### config.mk
export PLATFORM = sky130hd
export DESIGN_NAME = ir_sequencer_flat
export DESIGN_NICKNAME = d
export VERILOG_FILES = /design/src/rtl/model_pkg.sv /design/src/rtl/ir_sequencer_if.sv /design/src/rtl/op_decode.sv /design/src/rtl/ir_sequencer.sv /design/src/flat_wrapper.sv
export SDC_FILE = /design/constraint.sdc
export NUM_CORES = 1
export LEC_CHECK = 0
export ABC_AREA = 0
export CAP_MARGIN = 20
export CORE_MARGIN = 2
export CORE_UTILIZATION = 39
export DETAILED_ROUTE_END_ITERATION = 8
export HOLD_SLACK_MARGIN = 0.06
export PLACE_DENSITY = 0.82
export SKIP_CTS_REPAIR_TIMING = 1
export SLEW_MARGIN = 20
export SYNTH_ARGS = -nofsm -noshare
export SYNTH_HDL_FRONTEND = slang
export SYNTH_SLANG_ARGS = --single-unit
### constraint.sdc
create_clock -name clk -period 1.8 [get_ports clk]
set_input_delay 0.36 -clock clk [delete_from_list [all_inputs] [get_ports clk]]
set_output_delay 0.36 -clock clk [all_outputs]
set_load 0.05 [all_outputs]
### src/rtl/model_pkg.sv
// rtl/model_pkg.sv - opcodes, FSM state type and IR field positions for the model machine
package model_pkg;

  localparam int IW_DEF = 8;
  localparam int CW_DEF = 16;

  localparam int OPC_HI = 7;
  localparam int OPC_LO = 4;
  localparam int RD_HI  = 3;
  localparam int RD_LO  = 2;
  localparam int RS_HI  = 1;
  localparam int RS_LO  = 0;

  localparam logic [3:0] OP_MOVA = 4'h1;
  localparam logic [3:0] OP_MOVB = 4'h2;
  localparam logic [3:0] OP_MOVC = 4'h3;
  localparam logic [3:0] OP_MOVD = 4'h4;
  localparam logic [3:0] OP_ADD  = 4'h5;
  localparam logic [3:0] OP_SUB  = 4'h6;
  localparam logic [3:0] OP_JMP  = 4'h7;
  localparam logic [3:0] OP_JG   = 4'h8;
  localparam logic [3:0] OP_IN1  = 4'h9;
  localparam logic [3:0] OP_OUT1 = 4'hA;
  localparam logic [3:0] OP_MOVI = 4'hB;
  localparam logic [3:0] OP_HALT = 4'hC;

  typedef enum logic [1:0] {
    FETCH = 2'd0,
    EXEC  = 2'd1,
    HALT  = 2'd2
  } state_t;

endpackage

### src/rtl/ir_sequencer_if.sv
// rtl/ir_sequencer_if.sv - controller <-> sequencer signal bundle
interface ir_sequencer_if #(
  parameter int IW = 8,
  parameter int CW = 16
);
  logic [IW-1:0] ram_data;
  logic          ld_ir;
  logic          sm_en;
  logic          sm;
  logic          mova, movb, movc, movd, add, sub;
  logic          jmp, jg, in1, out1, movi, halt;
  logic [1:0]    rd;
  logic [1:0]    rs;
  logic [IW-1:0] ir;
  logic          halted;
  logic          illegal;
  logic [CW-1:0] instr_cnt;

  modport master (
    output ram_data, ld_ir, sm_en,
    input  sm, mova, movb, movc, movd, add, sub, jmp, jg, in1, out1, movi, halt,
    input  rd, rs, ir, halted, illegal, instr_cnt
  );

  modport slave (
    input  ram_data, ld_ir, sm_en,
    output sm, mova, movb, movc, movd, add, sub, jmp, jg, in1, out1, movi, halt,
    output rd, rs, ir, halted, illegal, instr_cnt
  );
endinterface

### src/rtl/op_decode.sv
// rtl/op_decode.sv - opcode to one-hot instruction lines; unlisted opcodes raise op_illegal
module op_decode
  import model_pkg::*;
(
  input  logic [3:0] opcode,
  output logic       mova,
  output logic       movb,
  output logic       movc,
  output logic       movd,
  output logic       add,
  output logic       sub,
  output logic       jmp,
  output logic       jg,
  output logic       in1,
  output logic       out1,
  output logic       movi,
  output logic       halt,
  output logic       op_illegal
);

  always_comb begin
    mova       = 1'b0;
    movb       = 1'b0;
    movc       = 1'b0;
    movd       = 1'b0;
    add        = 1'b0;
    sub        = 1'b0;
    jmp        = 1'b0;
    jg         = 1'b0;
    in1        = 1'b0;
    out1       = 1'b0;
    movi       = 1'b0;
    halt       = 1'b0;
    op_illegal = 1'b0;
    case (opcode)
      OP_MOVA: mova = 1'b1;
      OP_MOVB: movb = 1'b1;
      OP_MOVC: movc = 1'b1;
      OP_MOVD: movd = 1'b1;
      OP_ADD:  add  = 1'b1;
      OP_SUB:  sub  = 1'b1;
      OP_JMP:  jmp  = 1'b1;
      OP_JG:   jg   = 1'b1;
      OP_IN1:  in1  = 1'b1;
      OP_OUT1: out1 = 1'b1;
      OP_MOVI: movi = 1'b1;
      OP_HALT: halt = 1'b1;
      default: op_illegal = 1'b1;
    endcase
  end

endmodule

### src/rtl/ir_sequencer.sv
// rtl/ir_sequencer.sv - instruction register, fetch/exec/halt sequencer and retire/illegal status
module ir_sequencer
  import model_pkg::*;
#(
  parameter int IW = IW_DEF,
  parameter int CW = CW_DEF
) (
  input  logic          clk,
  input  logic          rst_n,
  ir_sequencer_if.slave bus
);

  state_t        state;
  logic [IW-1:0] ir_q;
  logic [CW-1:0] cnt_q;
  logic          illegal_q;
  logic          sm_q;
  logic          halted_q;
  logic          op_illegal;

  // Decode depends only on the IR register, so there is no input-to-output path.
  op_decode u_dec (
    .opcode     (ir_q[OPC_HI:OPC_LO]),
    .mova       (bus.mova),
    .movb       (bus.movb),
    .movc       (bus.movc),
    .movd       (bus.movd),
    .add        (bus.add),
    .sub        (bus.sub),
    .jmp        (bus.jmp),
    .jg         (bus.jg),
    .in1        (bus.in1),
    .out1       (bus.out1),
    .movi       (bus.movi),
    .halt       (bus.halt),
    .op_illegal (op_illegal)
  );

  always_ff @(posedge clk) begin
    if (!rst_n) begin
      state     <= FETCH;
      ir_q      <= '0;
      cnt_q     <= '0;
      illegal_q <= 1'b0;
      sm_q      <= 1'b0;
      halted_q  <= 1'b0;
    end else begin
      case (state)
        FETCH: begin
          if (bus.ld_ir) ir_q <= bus.ram_data;
          if (bus.sm_en) begin
            state <= EXEC;
            sm_q  <= 1'b1;
          end
        end
        EXEC: begin
          if (op_illegal) illegal_q <= 1'b1;
          // Halt takes priority over sm_en and never counts as retired.
          if (bus.halt) begin
            state    <= HALT;
            halted_q <= 1'b1;
          end else if (bus.sm_en) begin
            state <= FETCH;
            sm_q  <= 1'b0;
            cnt_q <= cnt_q + 1'b1;
          end
        end
        HALT: begin
          state <= HALT;
        end
        default: begin
          state    <= FETCH;
          sm_q     <= 1'b0;
          halted_q <= 1'b0;
        end
      endcase
    end
  end

  assign bus.sm        = sm_q;
  assign bus.halted    = halted_q;
  assign bus.ir        = ir_q;
  assign bus.instr_cnt = cnt_q;
  assign bus.illegal   = illegal_q;
  assign bus.rd        = ir_q[RD_HI:RD_LO];
  assign bus.rs        = ir_q[RS_HI:RS_LO];

endmodule
### src/flat_wrapper.sv
// flat-port wrapper written by rule: the top's interface ports become plain ports
module ir_sequencer_flat import model_pkg::*;
#(
  parameter int IW = IW_DEF,
  parameter int CW = CW_DEF
)
  (clk, rst_n, bus_ram_data, bus_ld_ir, bus_sm_en, bus_sm, bus_mova, bus_movb, bus_movc, bus_movd, bus_add, bus_sub, bus_jmp, bus_jg, bus_in1, bus_out1, bus_movi, bus_halt, bus_rd, bus_rs, bus_ir, bus_halted, bus_illegal, bus_instr_cnt);
  ir_sequencer_if #(.IW(IW), .CW(CW)) bus_i ();
  input  logic clk;
  input  logic rst_n;
  input wire logic [$bits(bus_i.ram_data)-1:0] bus_ram_data;
  input wire logic [$bits(bus_i.ld_ir)-1:0] bus_ld_ir;
  input wire logic [$bits(bus_i.sm_en)-1:0] bus_sm_en;
  output wire logic [$bits(bus_i.sm)-1:0] bus_sm;
  output wire logic [$bits(bus_i.mova)-1:0] bus_mova;
  output wire logic [$bits(bus_i.movb)-1:0] bus_movb;
  output wire logic [$bits(bus_i.movc)-1:0] bus_movc;
  output wire logic [$bits(bus_i.movd)-1:0] bus_movd;
  output wire logic [$bits(bus_i.add)-1:0] bus_add;
  output wire logic [$bits(bus_i.sub)-1:0] bus_sub;
  output wire logic [$bits(bus_i.jmp)-1:0] bus_jmp;
  output wire logic [$bits(bus_i.jg)-1:0] bus_jg;
  output wire logic [$bits(bus_i.in1)-1:0] bus_in1;
  output wire logic [$bits(bus_i.out1)-1:0] bus_out1;
  output wire logic [$bits(bus_i.movi)-1:0] bus_movi;
  output wire logic [$bits(bus_i.halt)-1:0] bus_halt;
  output wire logic [$bits(bus_i.rd)-1:0] bus_rd;
  output wire logic [$bits(bus_i.rs)-1:0] bus_rs;
  output wire logic [$bits(bus_i.ir)-1:0] bus_ir;
  output wire logic [$bits(bus_i.halted)-1:0] bus_halted;
  output wire logic [$bits(bus_i.illegal)-1:0] bus_illegal;
  output wire logic [$bits(bus_i.instr_cnt)-1:0] bus_instr_cnt;
  assign bus_i.ram_data = bus_ram_data;
  assign bus_i.ld_ir = bus_ld_ir;
  assign bus_i.sm_en = bus_sm_en;
  assign bus_sm = bus_i.sm;
  assign bus_mova = bus_i.mova;
  assign bus_movb = bus_i.movb;
  assign bus_movc = bus_i.movc;
  assign bus_movd = bus_i.movd;
  assign bus_add = bus_i.add;
  assign bus_sub = bus_i.sub;
  assign bus_jmp = bus_i.jmp;
  assign bus_jg = bus_i.jg;
  assign bus_in1 = bus_i.in1;
  assign bus_out1 = bus_i.out1;
  assign bus_movi = bus_i.movi;
  assign bus_halt = bus_i.halt;
  assign bus_rd = bus_i.rd;
  assign bus_rs = bus_i.rs;
  assign bus_ir = bus_i.ir;
  assign bus_halted = bus_i.halted;
  assign bus_illegal = bus_i.illegal;
  assign bus_instr_cnt = bus_i.instr_cnt;
  ir_sequencer #(.IW(IW), .CW(CW)) u_core (.clk(clk), .rst_n(rst_n), .bus(bus_i));
endmodule
==> flow_summary.yaml <==
min_path:
  whs_path_depth: 2
  min_from: "u_core.bus.illegal"
  hold_end: "u_core.bus.illegal"
  hold_class: "reg -> reg"
sta:
  fin_crit_ns: 1.80
  drv_slew: 0
  clock_skew_ns: 0.00671
  fin_tns_setup_ns: 0
  min_period_over_period_pct: 99.9
  relSlewSlack_pct: 78.7
  finalHoldViolCount: 0
  setup_viol: 0
  rsz0062_at_grt: "yes"
  whs_ns: 0.481
  worst_pin_slew_ns: 0.315
  fmax_mhz: 556
clocking:
  cts_tree: "done"
  clkLatencyLatePin_ns: 0.28
  clkSinkCount: 29
  numCtsBuffers: 5
  clk_pin_slew_ns: 0.06
  cts_buffer_depth: 2
  htreeDepth: 2
  root_buffer: "clkbuf_8"
floorplan:
  dieArea_mm2: 0.00419
  initial_core_util_pct: 39.9
  die_w_um: 64.7
  fp.dieH_um: 64.7
  rows: 22
  num_io_pins: 55
  core_mm2: 0.00361
global_route:
  use_met1_pct: 22.7
  grt_max_degree: 17
  use_met2_pct: 27.2
  grt_pass1_vias: 1217
  grt_usage_pct: 17.3
  grt_antenna_before_repair: 0
  use_met3_pct: 5.38
  grt_pass1_wl_um: 5600
  busiest_layer: "met2"
  globalRouteOverflowTotal: 0
worst_setup_path:
  max_stage_delay_ns: 0.53
  critPathCaptureType: "register"
  crit_top_cell: "or4_4"
  worstPathRequired_ns: 2.02
  path_class: "reg -> reg"
  r2r_slack_ns: 0.002
  startpoint_type: "register"
  worstPathBufferInverterCount: 1
  rr_endpoint: "u_core.bus.instr_cnt[12]"
  crit_arrival_ns: 2.01
  worstPathMaxFanout: 8
  cpLargestDelayFamily: "simple AND/OR/NAND/NOR gates"
  path_cells: "nand4bb_4, inv_2, or4_4, or4_4, a21oi_2"
  r2r-start: "u_core.bus.ir[4]"
  cp_slowest_cell: "or4_4"
  rr_worst_depth: 5
layout:
  multi_input_area_um2: 838
  layout_commonest_cell: "buf_4"
  fin_area_mm2: 0.00233
  final_nets: 246
  drive_gt1_share_pct: 41.0
  utilization_pct: 64.7
  syn_to_final_growth_pct: 62.1
  fillers: 286
  layout_common_cells: "buf_4, nor2_1, dfxtp_1"
  seq_area_um2: 598
  diodes: 0
run_status:
  status: "completed"
drt:
  vias_per_cell: 5.04
  routed-via-count: 1420
  drt_iter0_markers: 62
  ant_nets: 0
  drt-total-wl_um: 3620
  wire_per_inst_um: 12.8
  dr.pass1.iters: 6
  drc: 0
synth:
  synth_ff_type: "dfxtp_1"
  avgSynthCellArea_um2: 8.46
  syn_area_mm2: 0.00144
  synth_top_area_share_pct: 40.3
  synthCells: 170
  syn_nets: 183
  synth_seq_cells: 29
  synth_seq_area_share_pct: 40.3
  yosysTopAreaCell: "dfxtp_1"
  synth_cell_type_count: 35
  synth_area_leaders: "dfxtp_1, nor2_1, mux2i_1, xnor2_1, a21oi_1"
  synth_edf_count: 0
  synthArstFlopShare_pct: 0
  yosys_warnings: 0
pwr:
  seqPwrFrac_pct: 40.6
  power_switching_uw: 472
  leakage_uw: 0.000948
  power_density_mw_per_mm2: 715
  sw_frac_of_total_pct: 28.3
  ir_drop_v: 0.000451
  clock_power_share_pct: 38.4
  total_power_uw: 1670
  p_int_uw: 1200
  combPwrFrac_pct: 21.0
placed_design:
  port-buffer-count: 54
  routabilityCongestion: 0.851
  dp_hpwl_um: 2650
  placed_cell_area_mm2: 0.00218
flow_run:
  drv_cap: 0
[how the worst max path moves through the flow]
stage	end	slack, ns	startpoint	cells after the start
2_1_floorplan	u_core.bus.instr_cnt[12]	-0.19	u_core.bus.ir[4]	7
4_1_cts	u_core.bus.instr_cnt[12]	-0.19	bus_sm_en	5
6_report	u_core.bus.instr_cnt[12]	0.002	u_core.bus.ir[4]	5
3_3_place_gp	u_core.bus.instr_cnt[12]	-0.41	bus_sm_en	5
3_5_place_dp	u_core.bus.instr_cnt[12]	-0.49	bus_sm_en	5
5_1_grt	u_core.bus.instr_cnt[12]	-0.06	u_core.bus.ir[5]	5
[synth_stat cells (4+ instances only)]
cell	number
o21ai_0	4
nand2b_1	7
xnor2_1	7
mux2i_1	10
nand2_1	11
nand3_1	6
a21oi_1	12
or4_1	4
nor2_1	28
clkbuf_1	4
dfxtp_1	29
nor3_1	9
buf_4	6
[logic make-up (layout without fill, tap and decap cells)]
logic type | after synthesis | count (layout) | synth area share (%)
AOI/OAI and AO/OA | 22 | 22 | 8.70
xor gates and xnor gates | 7 | 7 | 4.26
adders and majority gates | 1 | 1 | 0.869
buffers and inverters | 18 | 82 | 6.96
DFF | 29 | 29 | 40.3
muxes | 10 | 10 | 6.96
and+or+nand+nor | 83 | 83 | 31.9
[per-stage QoR]
step           worst slack (ns)  std cells
3_5_place_dp             -0.487        274
4_1_cts                  -0.191        282
3_3_place_gp             -0.413        274
6_report                0.00204        282
2_1_floorplan            -0.185        170
5_1_grt                 -0.0621        282
[state kept, by name, indices dropped and copies added (netlist names)]
signal,flops
u_core.bus.sm,1
u_core.bus.instr_cnt,16
u_core.bus.ir,8
u_core.state,2
u_core.bus.halted,1
u_core.bus.illegal,1
[worst register-to-register path, delay by kind of cell (launching register included)]
family | cells | cell delay, ns
AO/OA/AOI/OAI | 1 | 0.15
AND/OR/NAND/NOR | 3 | 1.21
flip-flops | 1 | 0.34
buffers and inverters | 1 | 0.05
[power groups by stage]
| stage | sequential, uW | clock (uW) | combinational (uW) |
|---|---|---|---|
| after floorplan | 753 | 0 | 160 |
| after global placement | 691 | 0 | 340 |
| after detailed placement | 691 | 0 | 344 |
| after CTS | 677 | 651 | 345 |
| after global routing | 679 | 679 | 368 |
| final | 678 | 640 | 351 |
[area by class of cell]
cell class	count	area share, %
inverters	5	0.805
repair buffers	69	30.3
clock buffers	8	4.77
multi-input cells	123	35.9
flip-flops and latches	29	25.6
well taps	48	2.58
[layer usage]
metal	routed length [um]	share of wire (%)	up-vias
met1	1660	46	656
met3	188	5.2	2
met2	1750	48	45
li1	-	-	717
met4	17	0.47	0
met5	0	0	-
Note: power is estimated with default switching activity, not from simulation.
==> variant 1, RTL diff (same settings) <==
Set the package constant `IW_DEF` to 16 (it was 8).
--- a/src/rtl/model_pkg.sv
+++ b/src/rtl/model_pkg.sv
@@ -1,7 +1,7 @@
 // rtl/model_pkg.sv - opcodes, FSM state type and IR field positions for the model machine
 package model_pkg;
 
-  localparam int IW_DEF = 8;
+  localparam int IW_DEF = 16;
   localparam int CW_DEF = 16;
 
   localparam int OPC_HI = 7;
Interface: changed (resized bus_ir and bus_ram_data); port bits go from 55 to 71. No check against the original RTL was run, so the function may have changed too.
==> variant 1 against the unedited design <==
The run now ends with setup timing left. Final area rose by 20%. Power rose by 25%. Setup slack got worse by 0.024 ns. Hold slack lost 0.020 ns. Combinational power rose by 22%. Non-clock buffer count up 24. Final cell count increased by 24%. Wire length grew 23%. Synthesized area is 18% higher. Sequential cell count rose by 8. Critical endpoint is now u_core.bus.instr_cnt[13]$_SDFFE_PN0P_. Largest cell class unchanged. Largest power group unchanged. Highest routed layer unchanged.
==> variant 1: results (changes against the unedited design) <==
STA
-----------------------------------------------------------------------------------------------------------------
Transition time of the tightest slew-check pin                                                           0.519 ns   was 0.315 ns
Number of endpoints failing setup at the final stage                                                            4   was 0
Accumulated negative setup slack                                                                       -0.0486 ns   was 0 ns
Minimum setup slack in the final design                                                                -0.0215 ns   was 0.00204 ns
Worst hold margin                                                                                        0.462 ns   was 0.481 ns

RUN STATUS
-----------------------------------------------------------------------------------------------------------------
Violations in the final reports                                                                      setup timing
Outcome                                                                                              finished, violations left   was finished, final reports clean

PLACE
-----------------------------------------------------------------------------------------------------------------
Minimum setup slack after placement                                                                     -0.389 ns   was -0.487 ns

SYNTHESIS
-----------------------------------------------------------------------------------------------------------------
Post-synthesis instance total                                                                                 212   was 170
Number of different library cells in the post-synthesis netlist                                                36   was 35
Syn Nets                                                                                                      233   was 183
Complex-gate fraction of the synthesized area                                                               12.9%   was 8.70%
Cell types occupying the most area after synthesis                                                   sky130_fd_sc_hd__dfxtp_1 (43%), sky130_fd_sc_hd__nand2_1 (9.3%), sky130_fd_sc_hd__a21oi_1 (8.2%), sky130_fd_sc_hd__nor2_1 (4.2%), sky130_fd_sc_hd__o31ai_1 (3.1%)   was sky130_fd_sc_hd__dfxtp_1 (40%), sky130_fd_sc_hd__nor2_1 (7.3%), sky130_fd_sc_hd__mux2i_1 (7.0%), sky130_fd_sc_hd__xnor2_1 (4.3%), sky130_fd_sc_hd__a21oi_1 (4.2%)
Arithmetic-cell share of the synthesized area counting full adders, half adders and majority gates         0.735%   was 0.870%
Register bit total from synthesis                                                                              37   was 29

FINAL LAYOUT
-----------------------------------------------------------------------------------------------------------------
Clock buffers and inverters, area share                                                                     4.60%   was 4.77%
Fraction of layout instances using a drive strength above 1                                                 37.4%   was 41.0%
Layout buffer count excluding clock buffers                                                                    93   was 69
Number of non-clock inverters                                                                                   7   was 5
Number of cells in the finished layout apart from fillers                                                     349   was 282

WORST HOLD PATH
-----------------------------------------------------------------------------------------------------------------
Launch point of the worst hold path                                                                  u_core.bus.ir[15]$_SDFFE_PN0P_   was u_core.bus.illegal$_SDFFE_PN0P_

SETUP PATH
-----------------------------------------------------------------------------------------------------------------
Largest driver fanout on the critical path                                                                      6   was 8
Arrival time at the worst endpoint                                                                        2.05 ns   was 2.01 ns

POWER
-----------------------------------------------------------------------------------------------------------------
Flip-flop and latch power                                                                                0.868 mW   was 0.678 mW
Switching portion of total power                                                                            27.5%   was 28.3%

GLOBAL ROUTE
-----------------------------------------------------------------------------------------------------------------
Global-route wire length before repair                                                                    7130 um   was 5600 um

ROUTING
-----------------------------------------------------------------------------------------------------------------
Pre-antenna DRT Iters                                                                                           4   was 6

## variant 1: cell count changes after synthesis, moves of 4 or more
cell / unedited run / this run
sky130_fd_sc_hd__mux2i_1: 10 / 3
sky130_fd_sc_hd__dfxtp_1: 29 / 37
sky130_fd_sc_hd__nand2_1: 11 / 42
sky130_fd_sc_hd__a21oi_1: 12 / 28
sky130_fd_sc_hd__o31ai_1: 3 / 7
sky130_fd_sc_hd__nor2_1: 28 / 19
## variant 1: logic make-up (layout without fill, tap and decap cells)
| kind of cell | after synthesis | count (layout) |
|---|---|---|
| DFF | 37 | 37 |
| xor gates and xnor gates | 6 | 6 |
| muxes | 3 | 3 |
| buffers and inverters | 24 | 108 |
| adders and majority gates | 1 | 1 |
| AOI/OAI and AO/OA | 39 | 39 |
| and+or+nand+nor | 102 | 103 |
## variant 1: routing by layer
metal	vias up	global-route usage, %	wire length, um
met5	-	0	0
met4	0	5.13	22
met3	4	5.34	264
met2	48	29.7	2290
met1	817	22.3	1860
li1	901	-	-
==> variant 2, RTL diff (same flow settings) <==
Made on the original files. Reset style: asynchronous (`rst_n`), changed in one clocked block.
--- a/src/rtl/ir_sequencer.sv
+++ b/src/rtl/ir_sequencer.sv
@@ -36,7 +36,7 @@
     .op_illegal (op_illegal)
   );
 
-  always_ff @(posedge clk) begin
+  always_ff @(posedge clk or negedge rst_n) begin
     if (!rst_n) begin
       state     <= FETCH;
       ir_q      <= '0;
Function: differs if rst_n is asserted again (counterexample within 4 cycles, from zero or initial values and one cycle with rst_n low); with rst_n held inactive, the same outputs for 10 cycles.
==> variant 2 against the unedited design <==
Synthesized area decreased by 4.1%. Sequential cell count unchanged. First-iteration DRC count decreased by 47%. Largest cell class is now buffers. The flow now finishes with violations (setup timing). Die area decreased by 3.8%. Wire length decreased by 5.0%. Final area decreased by 2.4%. Setup slack got worse by 0.0069 ns.
Power is not compared: it rests on default switching activity, and its combinational part moved more than twofold at a synthesized area within 25%.
==> variant 2: results (changes against the unedited design) <==
RUN STATUS
------------------------------------------------------------------------------
Outcome                                                           finished, violations left   was finished, final reports clean
Violations in the final reports                                   setup timing

ROUTING
------------------------------------------------------------------------------
DR iter-0 viols                                                             33   was 62
Wire length reported by the detailed router                            3440 um   was 3620 um
Total vias in the final route                                            1,190   was 1,420
Met3 wirelength from detailed routing                                   199 um   was 188 um
Wire length the detailed router placed on met1                         1320 um   was 1660 um

SETUP PATH
------------------------------------------------------------------------------
Crit path to                                                            bus_jg   was u_core.bus.instr_cnt[12]$_SDFFE_PN0P_
Flop2flop setup slack                                                  0.17 ns   was 0.002 ns
Arrival time at the worst endpoint                                     1.44 ns   was 2.01 ns
Critical Path Source                                              u_core.bus.ir[5]$_DFFE_PN0P_   was u_core.bus.ir[4]$_SDFFE_PN0P_
Logic depth of the worst register-to-register path                           6   was 5
Family with the most delay on the worst path                        flip-flops   was simple AND/OR/NAND/NOR gates
RR Endpoint                                                       u_core.bus.instr_cnt[6]$_DFFE_PN0P_   was u_core.bus.instr_cnt[12]$_SDFFE_PN0P_
Slowest library cell on the worst path                            sky130_fd_sc_hd__dfrtp_2   was sky130_fd_sc_hd__or4_4

GLOBAL ROUTE
------------------------------------------------------------------------------
M3 GR Usage                                                              4.64%   was 5.38%
Global-route wire length before repair                                 5500 um   was 5600 um
Met2 capacity usage during global routing                                31.7%   was 27.2%

FINAL LAYOUT
------------------------------------------------------------------------------
Net count reported at finish                                               201   was 246
Number of fillers in the final layout                                      271   was 286

CLOCKING
------------------------------------------------------------------------------
Clock Pin Slew Worst Setup and Hold Paths                              0.09 ns   was 0.06 ns
Clock latency on the worst-skew pair                                   0.33 ns   was 0.28 ns

STA
------------------------------------------------------------------------------
Worst hold margin                                                     0.397 ns   was 0.481 ns
Number of endpoints failing setup at the final stage                         2   was 0
Accumulated negative setup slack                                   -0.00913 ns   was 0 ns
Minimum setup slack in the final design                            -0.00490 ns   was 0.00204 ns

PLACE
------------------------------------------------------------------------------
Placed inst area                                                  0.00214 sq mm   was 0.00218 sq mm

SYNTHESIS
------------------------------------------------------------------------------
Syn Nets                                                                   134   was 183
Number of different library cells in the post-synthesis netlist             27   was 35

[variant 2: cell types whose count changed after synthesis, sizes merged, moves of 5 or more]
| cell | unedited run | this run |
|---|---|---|
| dfrtp | 0 | 29 |
| dfxtp | 29 | 0 |
| nor2 | 28 | 8 |
| mux2i | 10 | 0 |
| mux2 | 0 | 9 |
| a21oi | 12 | 4 |
| clkbuf | 6 | 0 |
| nand2 | 11 | 6 |
[variant 2: kinds of logic (layout without fill, tap and decap cells)]
logic type	Yosys count	after routing	synth area share, %
buffers and inverters	12	80	5.26
AND/OR/NAND/NOR	46	46	20.5
adder cells (fa/ha/maj)	1	1	0.906
multiplexers	9	9	7.34
XOR/XNOR	15	15	9.52
AO/OA/AOI/OAI	9	9	3.90
flip-flops	29	29	52.6
[variant 2: final cells by class]
cell class,instances,area (sq um),area share [%]
Inverter,3,11.3,0.495
Tap cell,46,57.6,2.53
Timing Repair Buffer,69,744,32.7
Sequential cell,29,731,32.1
Multi-Input combinational cell,80,674,29.6
Clock buffer,8,58.8,2.58
